[config.mk]
export PLATFORM = sky130hd
export DESIGN_NAME = pipeline_hazard_ctrl
export DESIGN_NICKNAME = d
export VERILOG_FILES = /design/src/rtl/pipe_ctrl_pkg.sv /design/src/rtl/load_use_detect.sv /design/src/rtl/pipeline_hazard_ctrl.sv
export SDC_FILE = /design/constraint.sdc
export NUM_CORES = 1
export LEC_CHECK = 0
export CAP_MARGIN = 0
export CORE_MARGIN = 2
export CORE_UTILIZATION = 38
export DETAILED_ROUTE_END_ITERATION = 16
export GPL_ROUTABILITY_DRIVEN = 0
export GPL_TIMING_DRIVEN = 1
export PLACE_DENSITY = 0.8
export SYNTH_ARGS = -nofsm -noshare
export SYNTH_HDL_FRONTEND = slang
export SYNTH_SLANG_ARGS = --single-unit
[constraint.sdc]
create_clock -name clk -period 3.5 [get_ports clk]
set_clock_uncertainty 0.1 [all_clocks]
set_input_delay 1.05 -clock clk [delete_from_list [all_inputs] [get_ports clk]]
set_output_delay 1.05 -clock clk [all_outputs]
set_load 0.01 [all_outputs]
[src/rtl/pipe_ctrl_pkg.sv]
// Shared definitions for the pipeline stall/flush sequencer, its latches and the decoder.
package pipe_ctrl_pkg;

    localparam int REG_NO_WIDTH_DEF = 4;
    localparam int WAIT_CNT_WIDTH   = 8;

    typedef enum logic [1:0] {
        RUN      = 2'd0,
        MEM_WAIT = 2'd1,
        HALT     = 2'd2
    } state_t;

    // One bit per latch control, in pipeline order.
    typedef struct packed {
        logic pc_en;
        logic if_en;
        logic if_flush;
        logic id_en;
        logic id_flush;
        logic ex_en;
        logic ex_flush;
    } ctrl_t;

endpackage

[src/rtl/load_use_detect.sv]
// Flags an ID instruction that reads the destination of a load still sitting in EX.
module load_use_detect
    import pipe_ctrl_pkg::*;
#(
    parameter int REG_NO_WIDTH = REG_NO_WIDTH_DEF
) (
    input  logic [REG_NO_WIDTH-1:0] id_rs1_no,
    input  logic [REG_NO_WIDTH-1:0] id_rs2_no,
    input  logic                    id_uses_rs1,
    input  logic                    id_uses_rs2,
    input  logic [REG_NO_WIDTH-1:0] ex_reg_write_no,
    input  logic                    ex_wr_reg,
    input  logic                    ex_is_load,
    output logic                    load_use
);

    // Register 0 is compared like any other register.
    assign load_use = ex_is_load & ex_wr_reg &
                      ((id_uses_rs1 & (id_rs1_no == ex_reg_write_no)) |
                       (id_uses_rs2 & (id_rs2_no == ex_reg_write_no)));

endmodule

[src/rtl/pipeline_hazard_ctrl.sv]
// Stall/flush sequencer: load-use bubbles, branch squashes, memory freezes and a sticky timeout halt.
module pipeline_hazard_ctrl
    import pipe_ctrl_pkg::*;
#(
    parameter int REG_NO_WIDTH    = REG_NO_WIDTH_DEF,
    parameter int MEM_WAIT_MAX    = 15,
    parameter int STALL_CNT_WIDTH = 16
) (
    input  logic                       clk,
    input  logic                       reset,
    input  logic [REG_NO_WIDTH-1:0]    idRs1No,
    input  logic [REG_NO_WIDTH-1:0]    idRs2No,
    input  logic                       idUsesRs1,
    input  logic                       idUsesRs2,
    input  logic [REG_NO_WIDTH-1:0]    exRegWriteNo,
    input  logic                       exWrReg,
    input  logic                       exIsLoad,
    input  logic                       memReq,
    input  logic                       memReady,
    input  logic                       branchRedirect,
    output logic                       pcWriteEn,
    output logic                       ifLatchEn,
    output logic                       ifLatchFlush,
    output logic                       idLatchEn,
    output logic                       idLatchFlush,
    output logic                       exLatchEn,
    output logic                       exLatchFlush,
    output logic [STALL_CNT_WIDTH-1:0] stallCycles,
    output logic                       memTimeout,
    output logic [1:0]                 dbg_state,
    output logic [WAIT_CNT_WIDTH-1:0]  dbg_wait_cnt
);

    state_t                    state;
    logic [WAIT_CNT_WIDTH-1:0] wait_cnt;
    logic                      load_use;
    logic                      mem_stall;
    ctrl_t                     ctrl;

    load_use_detect #(.REG_NO_WIDTH(REG_NO_WIDTH)) u_load_use (
        .id_rs1_no       (idRs1No),
        .id_rs2_no       (idRs2No),
        .id_uses_rs1     (idUsesRs1),
        .id_uses_rs2     (idUsesRs2),
        .ex_reg_write_no (exRegWriteNo),
        .ex_wr_reg       (exWrReg),
        .ex_is_load      (exIsLoad),
        .load_use        (load_use)
    );

    assign mem_stall = memReq & ~memReady;

    // A redirect seen during a freeze stays asserted because EX is frozen,
    // so it naturally takes effect in the release cycle.
    always_comb begin
        ctrl = '0;
        if (!reset) begin
            ctrl.if_flush = 1'b1;
            ctrl.id_flush = 1'b1;
            ctrl.ex_flush = 1'b1;
        end else if (state == HALT || mem_stall) begin
            ctrl = '0;
        end else if (branchRedirect) begin
            ctrl.pc_en    = 1'b1;
            ctrl.if_flush = 1'b1;
            ctrl.id_flush = 1'b1;
            ctrl.ex_en    = 1'b1;
        end else if (load_use) begin
            ctrl.id_flush = 1'b1;
            ctrl.ex_en    = 1'b1;
        end else begin
            ctrl.pc_en = 1'b1;
            ctrl.if_en = 1'b1;
            ctrl.id_en = 1'b1;
            ctrl.ex_en = 1'b1;
        end
    end

    assign pcWriteEn    = ctrl.pc_en;
    assign ifLatchEn    = ctrl.if_en;
    assign ifLatchFlush = ctrl.if_flush;
    assign idLatchEn    = ctrl.id_en;
    assign idLatchFlush = ctrl.id_flush;
    assign exLatchEn    = ctrl.ex_en;
    assign exLatchFlush = ctrl.ex_flush;
    assign dbg_state    = state;
    assign dbg_wait_cnt = wait_cnt;

    always_ff @(posedge clk or negedge reset) begin
        if (!reset) begin
            state       <= RUN;
            wait_cnt    <= '0;
            stallCycles <= '0;
            memTimeout  <= 1'b0;
        end else begin
            if (!ctrl.pc_en && stallCycles != '1)
                stallCycles <= stallCycles + STALL_CNT_WIDTH'(1);
            case (state)
                RUN: begin
                    if (mem_stall) begin
                        state    <= MEM_WAIT;
                        wait_cnt <= WAIT_CNT_WIDTH'(1);
                    end
                end
                MEM_WAIT: begin
                    if (!mem_stall) begin
                        state    <= RUN;
                        wait_cnt <= '0;
                    end else if (wait_cnt == WAIT_CNT_WIDTH'(MEM_WAIT_MAX)) begin
                        state      <= HALT;
                        memTimeout <= 1'b1;
                    end else begin
                        wait_cnt <= wait_cnt + WAIT_CNT_WIDTH'(1);
                    end
                end
                HALT: state <= HALT;
                default: begin
                    state    <= RUN;
                    wait_cnt <= '0;
                end
            endcase
        end
    end

endmodule

Word level (Yosys, flattened, before mapping)

Index checks and enable logic that the tools add are counted.

Register bits after elaboration: 27
Word-level logic and storage cells: 53

Add/sub/neg operators: 2
Equal/unequal tests: 9
Multiplexer cells: 23
Bitwise logic cells: 8
Reduce and logical (&&, ||, !) cells: 7

Operators by type and width:

| cell                                                 | number |
|---|---|
| two-way mux 8 bit                                    | 3 |
| case mux 8 bit (3 select lines)                      | 1 |
| adder 16 x 1 -> 16 bit (second input constant)       | 1 |
| inequality test 16 bit (second input constant)       | 1 |
| two-way mux 2 bit                                    | 6 |
| two-way mux 1 bit                                    | 11 |
| adder 8 x 1 -> 8 bit (second input constant)         | 1 |
| equality test 4 bit                                  | 2 |
| equality test 8 x 4 -> 1 bit (second input constant) | 1 |
| two-way mux 6 bit                                    | 1 |
| inequality test 3 bit (second input constant)        | 2 |
| case mux 2 bit (3 select lines)                      | 1 |
| AND reduction 3 bit                                  | 2 |
| AND 1 bit                                            | 5 |
| equality test 2 x 1 -> 1 bit (second input constant) | 1 |
| equality test 2 bit (second input constant)          | 1 |
| zero test 2 bit                                      | 1 |
| inequality test 2 bit (second input constant)        | 1 |
| NOT 1 bit                                            | 2 |
| AND reduction 2 bit                                  | 1 |
| logical AND 1 bit                                    | 1 |
| zero test 1 bit                                      | 1 |
| logical OR 1 bit                                     | 1 |
| OR 1 bit                                             | 1 |

Depth between registers and ports, before layout

Depth after elaboration: 10
Mapped depth: 7

By module

Synthesis repeated with hierarchy kept, for this count alone.

Cells, all modules: 155
Area, all modules: 1,493.9 µm²

By module, submodules not included:

| module               | instances | cells each | area each (µm²) | sequential area each (µm²) |
|---|---|---|---|---|
| pipeline_hazard_ctrl | 1         | 143        | 1,395.1         | 675.6 |
| load_use_detect      | 1         | 12         | 98.8            | 0.0 |

Worst setup path after synthesis

OpenSTA, ideal clock, no wires.

Path kind: input port to output port
From: input port memReady
To: output port ifLatchEn
Arrival time: 2,204 ps
Required time: 2,350 ps
Slack: 146 ps
Stages on the path: 5
Cell sequence: nand2b_1 nand3_2 buf_1 nor3_1 buf_4

Word-level cells in the longest chain between the ends: 5

RTL lines:

| item              | RTL line                   | RTL |
|---|---|---|
| from (decl)       | pipeline_hazard_ctrl.sv:19 | `input logic memReady,` |
| NOT 1 bit         | pipeline_hazard_ctrl.sv:51 | `assign mem_stall = memReq & ~memReady;` |
| AND 1 bit         | pipeline_hazard_ctrl.sv:51 |  |
| logical OR 1 bit  | pipeline_hazard_ctrl.sv:61 | `end else if (state == HALT \|\| mem_stall) begin` |
| two-way mux 6 bit | pipeline_hazard_ctrl.sv:61 |  |
| two-way mux 2 bit | pipeline_hazard_ctrl.sv:57 | `if (!reset) begin` |
| to (decl)         | pipeline_hazard_ctrl.sv:22 | `output logic ifLatchEn,` |

No other way between the ends.

Worst setup path in the final report

From: input port idRs2No[0]
To: output port pcWriteEn

Word-level cells in the longest chain between the ends: 8

RTL lines:

| item                | RTL line                   | RTL |
|---|---|---|
| from (decl)         | pipeline_hazard_ctrl.sv:12 | `input logic [REG_NO_WIDTH-1:0] idRs2No,` |
| equality test 4 bit | load_use_detect.sv:20      | `(id_uses_rs2 & (id_rs2_no == ex_reg_write_no)));` |
| AND 1 bit           | load_use_detect.sv:20      |  |
| OR 1 bit            | load_use_detect.sv:19      | `((id_uses_rs1 & (id_rs1_no == ex_reg_write_no)) \|` |
| AND 1 bit           | load_use_detect.sv:18      | `assign load_use = ex_is_load & ex_wr_reg &` |
| two-way mux 2 bit   | pipeline_hazard_ctrl.sv:68 | `end else if (load_use) begin` |
| two-way mux 1 bit   | pipeline_hazard_ctrl.sv:63 | `end else if (branchRedirect) begin` |
| two-way mux 6 bit   | pipeline_hazard_ctrl.sv:61 |  |
| two-way mux 2 bit   | pipeline_hazard_ctrl.sv:57 |  |
| to (decl)           | pipeline_hazard_ctrl.sv:21 | `output logic pcWriteEn,` |

No other way between the ends.

==> metrics.md <==
| Metric | Value |
|---|---|
| Die area | 4680 um^2 |
| Syn Nets | between 150 and 200 |
| Fin util | 57.4% |
| Die H | around 68 um |
| Final worst setup slack | 36.3 ps |
| CP max-delay cell | clkdlybuf4s50_1 |
| I/O pin cnt | 55 |
| Mean Syn Cell Area | 9.74 um^2 |
| Crit end category | primary output |
| Gr usage total | 16.7% |
| Worst path cell trace | clkdlybuf4s50_1 > xnor2_1 > nand3_1 > buf_6 > o22ai_4 > nor2_1 > buf_2 |
| FF-to-FF path depth | 6 |
| DRT Wirelength | 3.88 mm |
| Slew Limit Fails | 0 |
| CTS Hold Buffers Added | 0 |
| Top_reg_cell synth | dfrtp_1 |
| DRC | 0 |
| WP data arrival | 2310 ps |
| Synth top cells by count | 27 x dfrtp_1, 23 x xnor2_1, 18 x nand2_1 |
| Register area | 676 um^2 |
| Slew HR | 59.6% |
| Kind of cell adding the most delay to the critical path | buffers and inverters |
| DR pass1 iterations | 4 |
| DIE WIDTH | just under 70 um |
| TritonCTS buffer count | 3 |
| Starting Density | about two fifths |
| ANT cells | 0 |
| Leakage | 0.000945 uW |
| Min-delay worst type | register to register |
| Cell Count, Final, Fillers Out | 275 |
| Fin crit period | 3460 ps |
| Top post-synthesis cells by area | dfrtp_1 43%, xnor2_1 13%, nand2_1 4.3% |
| Row cnt | 23 |
| WP depth | 7 |
| Period utilisation layout | 99.0% |
| Synth async-reset ratio | 100% |
| Critical path peak fanout | 2 |
| # port buffers | 54 |
| CP peak stage delay | 470 ps |
| Fill count | 356 |
| Vias in the first global route | 1283 |
| Pre-CTS worst setup slack | -438 ps |
| Crit Path Category | primary input to primary output |
| Placed cell count | 271 |
| Final #Nets | 249 |
| Half-perimeter wire length after placement | 2.81 mm |
| Layout cell share with drive strength beyond 1 | 16.4% |
| Post-Syn Area | roughly 1600 um^2 |
| Final setup TNS | 0 ps |
| Post-synthesis cell count | 162 |
| Clock-pin slew of the registers on the worst-case setup and hold paths | roughly 90 ps |
| Critical path buffers and inverters | 3 |
| Clock Sinks | 27 |
| FF+latch count, synth | 27 |
| H-tree depth | 1 |
| Postcts setup bufs | 0 |
| Max Fclk | between 200 and 300 MHz |
| Grt ovf | 0 |
| Most frequent cell after synthesis | dfrtp_1 |
| Least-Margin Pin Slew | 601 ps |
| Drt initial violations | 32 |
| Clk_lat worst skew | 270 ps |
| Largest net degree at the start of global routing | 22 |
| Clock Root Buffer | clkbuf_8 |
| Status | complete, no violations |
| Drt via density | roughly 5.4 |
| Sequential area share after synthesis | roughly 43% |
| Max-Cap Viols | 0 |
| Fin. Hold Viols | 0 |
| Post-synth top area share | 42.8% |
| Power Density | 388 nW/um^2 |
| RSZ-0062 raised after global routing | yes |
| Buffer levels on the longest clock path | 2 |
| Post-synth EDFFs | 0 |
| Final setup violation count | 0 |
| Initial antenna violation count | 0 |
| First-pass GRT wire length | 5.82 mm |
| CTS tree | done |
| Worst hold stages | 1 |
| Footprint of the multi-input gates | between 800 and 900 um^2 |
| Yosys warns | 0 |
| Netlist cell types | 38 |
| Cell taking the most area after synthesis | dfrtp_1 |
| Synth-to-Final Area Change | 45.5% |
| DR WL/cell | 14.1 um |
| Critical path startpoint category | primary input |
| Via count | ~1500 |
| Max VDD drop | 0.000339 V |
| Core ar. | 4000 um^2 |
| Antenna viol nets, final | 0 |
| Critical Path RT | 2350 ps |
-- cells in the final DEF, fill, tap and decap left out, types with 2 or more instances in the layout --
cell,instances
clkdlybuf4s50_1,42
dfrtp_1,27
xnor2_1,22
nand2_1,18
nor2_1,10
buf_4,10
nand3_1,9
and3_1,8
o22ai_1,6
dlygate4sd2_1,6
o2111ai_1,5
o211ai_1,5
nor3_1,4
o21ai_0,4
a21oi_1,3
mux2_2,3
o211ai_2,3
clkbuf_8,3
nand3_2,2
nand4_1,2
inv_1,2
or3_4,2
ha_1,2
dlymetal6s2s_1,2
clkbuf_2,2
buf_2,2
-- stage by stage --
step	hold WS (ps)	power, uW	area [um^2]
2_1_floorplan	413	559	1580
4_1_cts	395	899	2300
6_report	395	891	2300
3_5_place_dp	370	726	2230
5_1_grt	426	944	2300
3_3_place_gp	373	722	2230
-- final timing paths --
path / slack, ps / startpoint / endpoint
max: 40 / idRs2No[0] / pcWriteEn
min: 400 / memTimeout$_DFFE_PN0P_ / memTimeout$_DFFE_PN0P_
max reg2reg: 1180 / stallCycles[0]$_DFFE_PN0P_ / stallCycles[1]$_DFFE_PN0P_
min reg2reg: 400 / memTimeout$_DFFE_PN0P_ / memTimeout$_DFFE_PN0P_
max in group asynchronous: 1800 / reset / stallCycles[4]$_DFFE_PN0P_
min in group asynchronous: 1020 / reset / memTimeout$_DFFE_PN0P_
-- logic make-up after synthesis --
group / after synthesis / share of synthesized area, %
flops: 27 / 42.8
buf+inv: 8 / 2.70
mux: 4 / 2.78
fa+ha+maj: 2 / 1.59
simple gates: 63 / 20.8
compound gates: 35 / 16.6
xor+xnor: 23 / 12.8
-- flip-flops by register name (all words and copies together) (netlist names) --
register and flops:
dbg_state 2, dbg_wait_cnt 8, memTimeout 1, stallCycles 16
-- final cells by class --
type / count / area share (%)
clock buffer: 3 / 1.80
sequential: 27 / 29.4
clock inverter: 1 / 0.218
inverter: 2 / 0.327
timing repair buffer: 65 / 26.3
multi-input combinational: 127 / 39.2
tap: 50 / 2.72
-- power breakdown --
group	switching, uW	internal, uW	leakage, uW
Combinational	126	178	0.000561
Sequential	58.4	357	0.000359
Clock	91.8	79.7	0.0000255
Total	276	615	0.000945
-- timing repair --
action	in CTS	in global routing
pin swaps	4	6
resized for setup	22	10
gates cloned	0	0
endpoints found under the setup margin	6	4
-- routing by layer --
layer  share of wire, %  up-vias  track usage, %
li1                   -      721               -
met4                2.0        0            8.00
met1                 44      691            22.3
met2                 46       54            26.4
met3                7.9        7            2.47
met5                  0        -               0
Power figures use the tool's default switching activity.
